<file path="src/rtl/mem_access_pkg.sv">
// mem_access_pkg: shared definitions for the memory-access stage.
// Holds the bus widths, load/store op codes, state encodings and the
// small decode helpers used by both the stage and its lane unit.
package mem_access_pkg;

  localparam int ALU_OP_W   = 8;
  localparam int REG_W      = 32;
  localparam int REG_ADDR_W = 5;

  typedef logic [ALU_OP_W-1:0]   alu_op_t;
  typedef logic [REG_W-1:0]      reg_t;
  typedef logic [REG_ADDR_W-1:0] reg_addr_t;

  localparam alu_op_t EXE_LB_OP  = 8'b11100000;
  localparam alu_op_t EXE_LH_OP  = 8'b11100001;
  localparam alu_op_t EXE_LW_OP  = 8'b11100011;
  localparam alu_op_t EXE_LBU_OP = 8'b11100100;
  localparam alu_op_t EXE_LHU_OP = 8'b11100101;
  localparam alu_op_t EXE_SB_OP  = 8'b11101000;
  localparam alu_op_t EXE_SH_OP  = 8'b11101001;
  localparam alu_op_t EXE_SW_OP  = 8'b11101011;

  typedef enum logic [0:0] {
    ST_IDLE = 1'b0,
    ST_BUSY = 1'b1
  } state_t;

  typedef enum logic [1:0] {
    SZ_BYTE = 2'd0,
    SZ_HALF = 2'd1,
    SZ_WORD = 2'd2
  } size_t;

  function automatic logic is_mem_op(alu_op_t op);
    return op inside {EXE_LB_OP, EXE_LH_OP, EXE_LW_OP, EXE_LBU_OP,
                      EXE_LHU_OP, EXE_SB_OP, EXE_SH_OP, EXE_SW_OP};
  endfunction

  function automatic logic is_store_op(alu_op_t op);
    return op inside {EXE_SB_OP, EXE_SH_OP, EXE_SW_OP};
  endfunction

  function automatic logic is_signed_load(alu_op_t op);
    return op inside {EXE_LB_OP, EXE_LH_OP};
  endfunction

  // Access size of a load/store; non-memory ops fall into word size
  function automatic size_t op_size(alu_op_t op);
    size_t sz;
    case (op)
      EXE_LB_OP, EXE_LBU_OP, EXE_SB_OP: sz = SZ_BYTE;
      EXE_LH_OP, EXE_LHU_OP, EXE_SH_OP: sz = SZ_HALF;
      default:                          sz = SZ_WORD;
    endcase
    return sz;
  endfunction

  // Low address bits forced to the natural alignment of the access
  function automatic logic [1:0] align_lo(alu_op_t op, logic [1:0] lo);
    logic [1:0] r;
    case (op_size(op))
      SZ_BYTE: r = lo;
      SZ_HALF: r = {lo[1], 1'b0};
      default: r = 2'b00;
    endcase
    return r;
  endfunction

  // True when the low address bits break the natural alignment
  function automatic logic is_misaligned(alu_op_t op, logic [1:0] lo);
    logic r;
    case (op_size(op))
      SZ_HALF: r = lo[0];
      SZ_WORD: r = (lo != 2'b00);
      default: r = 1'b0;
    endcase
    return r;
  endfunction

endpackage

</file>
<file path="src/rtl/mem_lane.sv">
// mem_lane: combinational byte-lane logic for the memory-access stage.
// Big-endian lanes: address offset 0 is bits 31:24. Produces the lane
// enables, the store data replicated across lanes and the extended load.
module mem_lane
  import mem_access_pkg::*;
(
  input  alu_op_t     aluop,
  input  logic [1:0]  addr_lo,
  input  logic [31:0] store_data,
  input  logic [31:0] rdata,
  output logic [3:0]  sel,
  output logic [31:0] wdata,
  output logic [31:0] load_data
);

  logic [7:0]  byte_v;
  logic [15:0] half_v;
  logic        sext;

  // Pick the addressed lane and build enables, store data and load result
  always_comb begin
    sel       = 4'b1111;
    wdata     = store_data;
    load_data = rdata;
    sext      = is_signed_load(aluop);
    half_v    = addr_lo[1] ? rdata[15:0] : rdata[31:16];
    case (addr_lo)
      2'd0:    byte_v = rdata[31:24];
      2'd1:    byte_v = rdata[23:16];
      2'd2:    byte_v = rdata[15:8];
      default: byte_v = rdata[7:0];
    endcase
    case (op_size(aluop))
      SZ_BYTE: begin
        sel       = 4'b1000 >> addr_lo;
        wdata     = {4{store_data[7:0]}};
        load_data = {{24{sext & byte_v[7]}}, byte_v};
      end
      SZ_HALF: begin
        sel       = addr_lo[1] ? 4'b0011 : 4'b1100;
        wdata     = {2{store_data[15:0]}};
        load_data = {{16{sext & half_v[15]}}, half_v};
      end
      default: begin
        sel       = 4'b1111;
        wdata     = store_data;
        load_data = rdata;
      end
    endcase
  end

endmodule

</file>
<file path="src/rtl/mem_access.sv">
// mem_access: pipeline stage between execute and write-back. Passes ALU
// results through in one cycle and runs a req/ack bus transaction for
// loads and stores, stalling upstream while the access is outstanding.
// Optional feature macro: MEM_ALIGN_CHECK_EN flags misaligned accesses
// instead of silently masking the low address bits.
module mem_access
  import mem_access_pkg::*;
#(
  parameter int ADDR_W = 32
) (
  input  logic              clk,
  input  logic              rst,
  input  logic              valid_i,
  input  alu_op_t           aluop_i,
  input  reg_addr_t         wd_i,
  input  logic              wreg_i,
  input  reg_t              wdata_i,
  input  logic [31:0]       store_data_i,
  output logic              ready_o,
  output logic              stallreq_o,
  output logic              mem_req_o,
  output logic              mem_we_o,
  output logic [ADDR_W-1:0] mem_addr_o,
  output logic [3:0]        mem_sel_o,
  output logic [31:0]       mem_wdata_o,
  input  logic              mem_ack_i,
  input  logic [31:0]       mem_rdata_i,
  output logic              valid_o,
  output reg_addr_t         wd_o,
  output logic              wreg_o,
  output reg_t              wdata_o,
  output logic              excp_o
);

  state_t     state;
  alu_op_t    op_q;
  reg_t       addr_q;
  logic [1:0] lo_q;
  reg_addr_t  wd_q;
  logic       wreg_q;

  logic [1:0]  lo_in;
  alu_op_t     lane_op;
  logic [1:0]  lane_lo;
  logic [3:0]  lane_sel;
  logic [31:0] lane_wdata;
  logic [31:0] lane_load;

  assign lo_in      = align_lo(aluop_i, wdata_i[1:0]);
  assign ready_o    = (state == ST_IDLE);
  assign stallreq_o = (state == ST_BUSY);
  assign mem_req_o  = (state == ST_BUSY);

  // The lane unit decodes the incoming op when idle and the latched op when busy
  assign lane_op = (state == ST_BUSY) ? op_q : aluop_i;
  assign lane_lo = (state == ST_BUSY) ? lo_q : lo_in;

  mem_lane u_lane (
    .aluop      (lane_op),
    .addr_lo    (lane_lo),
    .store_data (store_data_i),
    .rdata      (mem_rdata_i),
    .sel        (lane_sel),
    .wdata      (lane_wdata),
    .load_data  (lane_load)
  );

`ifndef MEM_ALIGN_CHECK_EN
  assign excp_o = 1'b0;
`endif

  // Stage FSM: accepts work when idle, holds the bus while busy, and drives
  // a one-cycle write-back pulse per accepted instruction
  always_ff @(posedge clk or negedge rst) begin
    if (!rst) begin
      state       <= ST_IDLE;
      op_q        <= '0;
      addr_q      <= '0;
      lo_q        <= '0;
      wd_q        <= '0;
      wreg_q      <= 1'b0;
      mem_we_o    <= 1'b0;
      mem_addr_o  <= '0;
      mem_sel_o   <= '0;
      mem_wdata_o <= '0;
      valid_o     <= 1'b0;
      wd_o        <= '0;
      wreg_o      <= 1'b0;
      wdata_o     <= '0;
`ifdef MEM_ALIGN_CHECK_EN
      excp_o      <= 1'b0;
`endif
    end else begin
      valid_o <= 1'b0;
      wreg_o  <= 1'b0;
`ifdef MEM_ALIGN_CHECK_EN
      excp_o  <= 1'b0;
`endif
      case (state)
        ST_IDLE: begin
          if (valid_i) begin
            if (!is_mem_op(aluop_i)) begin
              valid_o <= 1'b1;
              wd_o    <= wd_i;
              wreg_o  <= wreg_i;
              wdata_o <= wdata_i;
            end
`ifdef MEM_ALIGN_CHECK_EN
            else if (is_misaligned(aluop_i, wdata_i[1:0])) begin
              valid_o <= 1'b1;
              excp_o  <= 1'b1;
              wd_o    <= wd_i;
              wdata_o <= wdata_i;
            end
`endif
            else begin
              op_q        <= aluop_i;
              addr_q      <= wdata_i;
              lo_q        <= lo_in;
              wd_q        <= wd_i;
              wreg_q      <= wreg_i;
              mem_we_o    <= is_store_op(aluop_i);
              mem_addr_o  <= {wdata_i[ADDR_W-1:2], 2'b00};
              mem_sel_o   <= lane_sel;
              mem_wdata_o <= lane_wdata;
              state       <= ST_BUSY;
            end
          end
        end
        ST_BUSY: begin
          if (mem_ack_i) begin
            state       <= ST_IDLE;
            valid_o     <= 1'b1;
            wd_o        <= wd_q;
            mem_we_o    <= 1'b0;
            mem_addr_o  <= '0;
            mem_sel_o   <= '0;
            mem_wdata_o <= '0;
            if (is_store_op(op_q)) begin
              wreg_o  <= 1'b0;
              wdata_o <= addr_q;
            end else begin
              wreg_o  <= wreg_q;
              wdata_o <= lane_load;
            end
          end
        end
        default: state <= ST_IDLE;
      endcase
    end
  end

endmodule

</file>
<file path="config.mk">
export PLATFORM = sky130hd
export DESIGN_NAME = mem_access
export DESIGN_NICKNAME = d
export VERILOG_FILES = /design/src/rtl/mem_access_pkg.sv /design/src/rtl/mem_lane.sv /design/src/rtl/mem_access.sv
export SDC_FILE = /design/constraint.sdc
export NUM_CORES = 1
export LEC_CHECK = 0
export ABC_CLOCK_PERIOD_IN_PS = 2980
export CAP_MARGIN = 20
export CELL_PAD_IN_SITES_DETAIL_PLACEMENT = 0
export CELL_PAD_IN_SITES_GLOBAL_PLACEMENT = 1
export CORE_ASPECT_RATIO = 1.5
export CORE_MARGIN = 2
export CORE_UTILIZATION = 37
export CTS_BUF_LIST = sky130_fd_sc_hd__clkbuf_4 sky130_fd_sc_hd__clkbuf_8
export CTS_CLUSTER_DIAMETER = 30
export DETAILED_ROUTE_END_ITERATION = 6
export HOLD_SLACK_MARGIN = 0.08
export PLACE_DENSITY_LB_ADDON = 0.25
export SLEW_MARGIN = 20
export SYNTH_ARGS = -nofsm -noshare
export SYNTH_HDL_FRONTEND = slang
export SYNTH_SLANG_ARGS = --single-unit
</file>
<file path="constraint.sdc">
create_clock -name clk -period 2.98 [get_ports clk]
set_clock_uncertainty 0.2 [all_clocks]
set_input_delay 0.596 -clock clk [delete_from_list [all_inputs] [get_ports clk]]
set_output_delay 0.596 -clock clk [all_outputs]
set_load 0.05 [all_outputs]
</file>
# Word-level counts from Yosys, hierarchy flattened
# Cells that the tools add are included.
dict set report op_classes {
  n_reduce_logical 14
  muxes 48
  n_bitwise 3
  eq_ne 25
  shift 1
}
# cell n
set ops {}
lappend ops {{$pmux W32 S2} 5}
lappend ops {{$mux W32} 9}
lappend ops {{$eq A8 B8 Y1 const B} 17}
lappend ops {{$pmux W8 S3} 1}
lappend ops {{$mux W16} 1}
lappend ops {{$mux W4} 4}
lappend ops {{$pmux W4 S2} 2}
lappend ops {{$mux W5} 3}
lappend ops {{$mux W1} 13}
lappend ops {{$pmux W2 S2} 3}
lappend ops {{$reduce_or A3 Y1} 4}
lappend ops {{$pmux W5 S2} 1}
lappend ops {{$reduce_and A3 Y1} 3}
lappend ops {{$mux W8} 1}
lappend ops {{$pmux W1 S2} 4}
lappend ops {{$reduce_bool A8 Y1} 1}
lappend ops {{$eq A2 B1 Y1 const B} 3}
lappend ops {{$logic_not A2 Y1} 3}
lappend ops {{$ne A2 B2 Y1 const B} 3}
lappend ops {{$reduce_bool A3 Y1} 2}
lappend ops {{$shr A4 B2 Y4 const A} 1}
lappend ops {{$and A1 B1 Y1} 2}
lappend ops {{$eq A2 B2 Y1 const B} 1}
lappend ops {{$mux W2} 1}
lappend ops {{3 further kinds} 3}
dict set report totals {
  in_bits 114
  out_inout_bits 112
  wordCells 105
  ff_bits 157
}

# Logic depth before layout (Yosys ltp)
# Gate-level depths: netlist (run 1).
dict set report depth {
  word_depth 13
  depth_mapped 9
}

# By module
# A second synthesis (run 1) with hierarchy kept.
dict set report hier_totals {
  hier_cells 721
  area_unflattened_um2 8116.5
}
# mod area_per_inst_um2 instances cells_per_inst seq_area_each_um2
set by_module_without_submodules {}
lappend by_module_without_submodules {mem_access 6759.0 1 529 3878.7}
lappend by_module_without_submodules {mem_lane 1357.6 1 192 0.0}

# Worst setup path before layout (run 1)
# No wires, ideal clock.
dict set report synth_path {
  kind {reg2reg}
  startpoint {reg state (netlist: mem_req_o)}
  endpoint {reg wdata_o[16]}
  path_stages_with_launch 8
  setup_ns 0.135
  arrival_time_ns 2.366
  period_less_slack_ns 2.701
  path_slack_ns 0.279
  path_buffers 3
  cell_sequence {dfrtp_1 -> buf_6 -> buf_2 -> nand2_1 -> a22oi_2 -> clkbuf_1 -> mux2i_1 -> a21oi_1}
}
dict set report synth_via {
  elab_chain_len 9
}
# item line
set synth_rtl {}
lappend synth_rtl {{from (decl)} mem_access.sv:35} ;# state_t state;
lappend synth_rtl {{from (signal assigned)} mem_access.sv:76} ;# state <= ST_IDLE;
lappend synth_rtl {{from (signal assigned)} mem_access.sv:126} ;# state <= ST_BUSY;
lappend synth_rtl {{from (signal assigned)} mem_access.sv:132} ;# state <= ST_IDLE;
lappend synth_rtl {{$mux W8} mem_access.sv:55} ;# assign lane_op = (state == ST_BUSY) ? op_q : aluop_i;
lappend synth_rtl {{$eq A8 B8 Y1 (on tied branches)} {mem_access_pkg.sv:50, mem_access_pkg.sv:44}}
lappend synth_rtl {{$reduce_or A3 Y1} mem_access_pkg.sv:50} ;# case (op)
lappend synth_rtl {{$pmux W2 S2} mem_access_pkg.sv:50}
lappend synth_rtl {{$eq A2 B1 Y1 / $logic_not A2 Y1 (equally long branches)} mem_lane.sv:33} ;# case (op_size(aluop))
lappend synth_rtl {{$pmux W32 S2} mem_lane.sv:33}
lappend synth_rtl {{$mux W32} mem_access.sv:139} ;# if (is_store_op(op_q)) begin
lappend synth_rtl {{$mux W32} mem_access.sv:131} ;# if (mem_ack_i) begin
lappend synth_rtl {{$pmux W32 S2} mem_access.sv:99} ;# case (state)
lappend synth_rtl {{to (signal assigned)} mem_access.sv:106} ;# wdata_o <= wdata_i;
lappend synth_rtl {{to (signal assigned)} mem_access.sv:141} ;# wdata_o <= addr_q;
lappend synth_rtl {{to (signal assigned)} mem_access.sv:144} ;# wdata_o <= lane_load;
lappend synth_rtl {{to (decl)} mem_access.sv:31} ;# output reg_t wdata_o,
# Several ways; a longest one is shown, not always the timed one. The select of a mux whose other input is x is not followed.
# A chain may end at the register's enable or synchronous reset.

# Worst setup path in the final report (run 1)
dict set report layout_path {
  startpoint {in aluop_i[4]}
  endpoint {reg wdata_o[13]}
}
dict set report layout_via {
  elab_chain_len 13
}
# item line
set layout_rtl {}
lappend layout_rtl {{from (decl)} mem_access.sv:14} ;# input alu_op_t aluop_i,
lappend layout_rtl {{$eq A8 B8 Y1} {mem_access_pkg.sv:35, mem_access_pkg.sv:50}}
lappend layout_rtl {{$reduce_or A3 Y1} mem_access_pkg.sv:50}
lappend layout_rtl {{$pmux W2 S2} mem_access_pkg.sv:50}
lappend layout_rtl {{$eq A2 B1 Y1 / $logic_not A2 Y1 (equally long branches)} mem_access_pkg.sv:61} ;# case (op_size(op))
lappend layout_rtl {{$pmux W2 S2} mem_access_pkg.sv:61}
lappend layout_rtl {{$mux W2} mem_access.sv:56} ;# assign lane_lo = (state == ST_BUSY) ? lo_q : lo_in;
lappend layout_rtl {{$eq A2 B2 Y1, or another cell as far along} mem_lane.sv:27} ;# case (addr_lo)
lappend layout_rtl {{$pmux W8 S3} mem_lane.sv:27}
lappend layout_rtl {{$and A1 B1 Y1} mem_lane.sv:37} ;# load_data = {{24{sext & byte_v[7]}}, byte_v};
lappend layout_rtl {{$pmux W32 S2} mem_lane.sv:33}
lappend layout_rtl {{$mux W32} mem_access.sv:139}
lappend layout_rtl {{$mux W32} mem_access.sv:131}
lappend layout_rtl {{$pmux W32 S2} mem_access.sv:99}
# Several ways; a longest one is shown, not always the timed one. The select of a mux whose other input is x is not followed.

==> run summary, run 1 <==
Crit Path Class: input port to flop
io pins: 226
Non-Filler Instances: 1342
nets: 1180
depth of the most critical reg-to-reg path: 6
Setup violations, final: 0
FF-to-FF Start: mem_req_o
Final Critical Period: 2870 ps
most frequent cells in the layout: clkdlybuf4s50_1, nand2_1, dfrtp_1, nor2_1, o21ai_0
Async SR Flop Fraction: 100%
Final GP Congestion: 0.841
drt pass-1 iters: 5
DR WL/cell: 19.2 um
unrepaired setup endpoints after global routing: false
DRC violations left: 0
crit path DAT: 3010 ps
Clock Latency Late Sink: 450 ps
synthesized area: 0.00766 mm2
Synth Instances: 827
die width: 121 um
fmax: 0.349 GHz
status: completed
CP Launch Type: input port
die height: 180 um
area of the core: 0.0203 mm2
CTS Hold Bufs: 1
H-tree lvl count: 4
antenna-violating nets left: 0
fraction of layout cells with a size suffix above 1: 11.8%
largest net degree at the start of global routing: 57
GRT Util Overall: 24.0%
# placed instances: 1310
Critical Path End Type: flop
Die Footprint: 0.0219 mm2
Worst Setup EP: wdata_o[13]
CTS tree: done
Worst EP required: 3130 ps
drt first-iter violations: 478
diode count: 0
final slew viol count: 0
pwr dens: 595 mW/mm2
average cell area after synthesis: 9.26 um2
ranking of synthesized cells by area: dfrtp_1, nand2_1, mux2i_1
total number of vias: 7096
Yosys top cell area share: 50.7%
vias per cell: 5.29
RR Endpoint: wdata_o[13]
Final HPWL DP: 18.8 mm
WHS Path Cells: 2
Power Total: 6.51 mW
number of global-route vias before repair: 7177
leading area contributor after synthesis: dfrtp_1
Post-synth EDFFs: 0
Synth Register Bits: 155
Hold Path Class: flop to flop
initial antenna violation count: 0
synth warn: 0
register-to-register setup slack: 320 ps
post-CTS sizing: 0
Reg clk slew, reported paths: 80 ps
setup bufs post-CTS: 0
first-pass GRT wire length: 40.7 mm
Worst Setup SP: aluop_i[4]
leakage power: 4.98 nW
crit path max fanout: 8
predominant post-synthesis flop cell: dfrtp_1
P&R area growth vs syn: 43.0%
final hold viol count: 0
fin crit share: 96.2%
library cells used by synthesis: 58
row cnt: 64
post-synthesis sequential area ratio: 50.7%
most common cell after layout, fill and taps aside: clkdlybuf4s50_1
worst vdd ir: 0.000305 V
clock tree root driver cell: clkbuf_8
# clock sinks: 155
WL final: 25.8 mm
IO Port Bufs: 222
Initial Util: 37.6%
Tightest Pin Transition: 717 ps
TritonCTS Buffers: 17
Clock Path Buffers: 2
Rel. slew slack: 51.6%
remaining global-route overflow: 0
max_cap viols: 0
## cell type report
| class | count | area [um2] |
|---|---|---|
| Fill cell | 1933 | 9390 |
| Clock buffer | 21 | 289 |
| Clock inverter | 10 | 91.3 |
| Timing Repair Buffer | 283 | 2890 |
| Sequential cell | 155 | 3880 |
| Inverter | 1 | 3.75 |
| Multi-Input combinational cell | 608 | 3470 |
| Tap cell | 264 | 330 |
## registers in the layout, indices dropped and copies added, names as in the netlist
register	cells
addr_q	32
mem_wdata_o	32
wdata_o	32
mem_addr_o	30
op_q	8
wd_o	5
wd_q	5
mem_sel_o	4
lo_q	2
mem_req_o	1
mem_we_o	1
valid_o	1
wreg_o	1
wreg_q	1
## cells by family after synthesis
| kind of cell | synth area share (%) |
|---|---|
| simple gates | 20.1 |
| compound gates | 18.5 |
| flops | 50.7 |
| buf+inv | 4.40 |
| other cells | 0.0490 |
| mux | 6.32 |
## Yosys cell counts (all sizes together) (3+ instances only)
cell type and n:
mux2 3, a32oi 3, a21oi 48, o32a 3, a22o 30, and2 4, dfrtp 155, and2b 7
a221oi 31, buf 14, nand2 182, nor3 16, nor2b 4, o22ai 6, o21ai 60, clkbuf 51
nor2 83, mux2i 45, a211oi 8, nand2b 6, nand3 44
## per-stage QoR
stage / hold WS [ps] / cell area [um2] / utilization [%] / setup slack [ps] / TNS [ps]
6_report: 271 / 11000 / 53.8 / 114 / 0
3_5_place_dp: 256 / 10600 / 51.9 / -285 / -5330
4_1_cts: 273 / 11000 / 53.8 / 170 / 0
3_3_place_gp: 252 / 10600 / 51.9 / -274 / -4860
2_1_floorplan: 100 / 7660 / - / 279 / 0
5_1_grt: 296 / 11000 / 53.8 / 31.7 / 0
## worst min path at each step
stage / start / end
after floorplan: rst / addr_q[0]
after global placement: op_q[5] / op_q[5]
after detailed placement: op_q[7] / op_q[7]
after CTS: op_q[7] / op_q[7]
after global routing: op_q[6] / op_q[6]
final: addr_q[2] / addr_q[2]
## power breakdown
| part | leakage, nW | internal (mW) | switching, mW | total [mW] |
|---|---|---|---|---|
| Sequential | 1.99 | 2.47 | 0.220 | 2.69 |
| Combinational | 2.80 | 0.839 | 1.43 | 2.27 |
| Clock | 0.194 | 0.744 | 0.809 | 1.55 |
## metal layers
layer  routed length, um  global-route usage [%]
met2               13000                    40.2
met4                 729                    8.55
met5                   0                       0
met3                1610                    6.36
met1               10500                    29.6
## critical path, cell delays in order
cell and delay [ps]:
clkdlybuf4s50_1 410, nand4b_2 290, o41ai_4 500, mux2i_1 180, a2111oi_4 460, a21oi_2 210
a221oi_1 360
Power figures use the tool's default switching activity.
==> inputs of run 2 (changes only) <==
--- a/config.mk
+++ b/config.mk
@@ -16,7 +16,7 @@
 export CTS_CLUSTER_DIAMETER = 30
 export DETAILED_ROUTE_END_ITERATION = 6
 export HOLD_SLACK_MARGIN = 0.08
-export PLACE_DENSITY_LB_ADDON = 0.25
+export PLACE_DENSITY_LB_ADDON = 0.1
 export SLEW_MARGIN = 20
 export SYNTH_ARGS = -nofsm -noshare
 export SYNTH_HDL_FRONTEND = slang
==> run 2 against run 1 <==
Count of clock-buffer cells in the layout down 2. Routed wire length up 0.23%. Cell count down 0.30%. Non-clock buffer count shrank 4. Combinational power about the same.
==> run summary, run 2 (same netlist as run 1, synthesis figures left out) <==
status: completed
largest registers: addr_q (32), mem_wdata_o (32), wdata_o (32)
area of the core: 0.0203 mm2 (unchanged)
fraction of layout cells with a size suffix above 1: 11.5% (-0.33 points)
TritonCTS Buffers: 17 (unchanged)
Final GP Congestion: 0.835 (-0.78%)
crit path max fanout: 8 (unchanged)
Rel. slew slack: 47.2% (-4.3 points)
most common cell after layout, fill and taps aside: clkdlybuf4s50_1
die width: 121 um (unchanged)
initial antenna violation count: 1 (+1)
depth of the most critical reg-to-reg path: 6 (unchanged)
Hold WS: 273 ps (+2.23 ps)
fmax: 0.355 GHz (+1.6%)
Initial Util: 37.6% (unchanged)
diode count: 0 (unchanged)
drt pass-1 iters: 6 (+1)
crit path DAT: 2960 ps (-50 ps)
Clock Path Buffers: 2 (unchanged)
final hold viol count: 0 (unchanged)
Hold Path Class: flop to flop
Final Critical Period: 2820 ps (-46.0 ps)
io pins: 226 (unchanged)
# clock sinks: 155 (unchanged)
Worst Setup EP: wdata_o[13]
final slew viol count: 0 (unchanged)
fin crit share: 94.6% (-1.5 points)
vias per cell: 5.28 (-0.21%)
RR Endpoint: wdata_o[13]
GRT Util Overall: 23.9% (-0.15 points)
die height: 180 um (unchanged)
row cnt: 64 (unchanged)
Post-DP Area: 0.0105 mm2 (-1.0%)
Clock Latency Late Sink: 450 ps (about the same)
post-CTS sizing: 0 (unchanged)
DR WL/cell: 19.3 um (+0.53%)
Tightest Pin Transition: 781 ps (+64.3 ps)
Core Util, Final: 53.4% (-0.45 points)
final instance area: 0.0109 mm2 (-0.83%)
Setup violations, final: 0 (unchanged)
max_cap viols: 0 (unchanged)
Worst EP required: 3120 ps (about the same)
number of global-route vias before repair: 7057 (-1.7%)
CTS Hold Bufs: 1 (unchanged)
setup_tns: 0 ps (unchanged)
Non-Filler Instances: 1338 (-0.30%)
IO Port Bufs: 222 (unchanged)
drt first-iter violations: 568 (+19%)
total number of vias: 7060 (-0.51%)
Die Footprint: 0.0219 mm2 (unchanged)
pwr dens: 607 mW/mm2 (+2.0%)
WL final: 25.8 mm (+0.23%)
CP Launch Type: input port
clock tree root driver cell: clkbuf_8
FF-to-FF Start: mem_req_o
leakage power: 4.93 nW (-1.0%)
unrepaired setup endpoints after global routing: false
setup bufs post-CTS: 0 (unchanged)
register-to-register setup slack: 300 ps (-20 ps)
P&R area growth vs syn: 41.8%
worst vdd ir: 0.000241 V (-21%)
most frequent cells in the layout: clkdlybuf4s50_1, nand2_1, dfrtp_1, nor2_1, o21ai_0
antenna-violating nets left: 0 (unchanged)
H-tree lvl count: 4 (unchanged)
Worst Setup SP: aluop_i[4]
Reg clk slew, reported paths: 90 ps (about the same)
largest net degree at the start of global routing: 84 (+47%)
Critical Path End Type: flop
remaining global-route overflow: 0 (unchanged)
Final HPWL DP: 18.5 mm (-1.7%)
CTS tree: done
DRC violations left: 0 (unchanged)
# placed instances: 1306 (-0.31%)
first-pass GRT wire length: 40.6 mm (-0.27%)
WHS Path Cells: 1 (-1)
Crit Path Class: input port to flop
nets: 1176 (-0.34%)
run 2: changes by cell type in the layout (fill, tap and decap cells not counted):
| cell | previous run | this run |
|---|---|---|
| clkbuf_4 | 0 | 1 |
| clkinv_2 | 4 | 1 |
| clkinv_4 | 2 | 1 |
| inv_6 | 1 | 4 |
| clkinvlp_4 | 2 | 4 |
| bufinv_16 | 1 | 2 |
| buf_12 | 17 | 11 |
| clkbuf_8 | 21 | 18 |
| buf_4 | 46 | 48 |
run 2: worst min-delay path by stage:
| stage | end | startpoint | slack (ps) |
|---|---|---|---|
| after CTS | op_q[5] | op_q[5] | 270 |
| final | op_q[5] | op_q[5] | 270 |
| after floorplan | addr_q[0] | rst | 100 |
| after global routing | op_q[5] | op_q[5] | 290 |
| after detailed placement | op_q[6] | op_q[6] | 250 |
| after global placement | op_q[5] | op_q[5] | 250 |
run 2: area by class of cell:
class,instances,area (um2)
fillers,1975,9480
flip-flops and latches,155,3880
multi-input cells,608,3470
repair buffers,279,2780
well taps,264,330
clock buffers,19,255
clock inverters,12,139
inverters,1,3.75
run 2: power by group:
part	switching (mW)	internal, mW
Combinational	1.43	0.836
Sequential	0.220	2.47
Clock	0.850	0.781
Total	2.50	4.09
run 2: critical path: stages:
cell and delay, ps:
clkdlybuf4s50_1 410, nand4b_2 290, o41ai_4 430, mux2i_1 170, a2111oi_4 480, a21oi_2 220
a221oi_1 370
run 2: stage by stage:
step / power [mW] / worst slack (ps)
after CTS: 6.67 / 185
after detailed placement: 5.01 / -270
after floorplan: 4.05 / 279
after global placement: 4.99 / -215
final: 6.59 / 160
after global routing: 6.90 / 41.7
run 2: layer usage:
metal	global-route usage (%)	wire, um	up-vias
met5	0	0	-
met4	8.09	641	0
met3	4.87	1680	38
met2	39.7	12900	250
met1	30.8	10600	3402
li1	-	-	3370
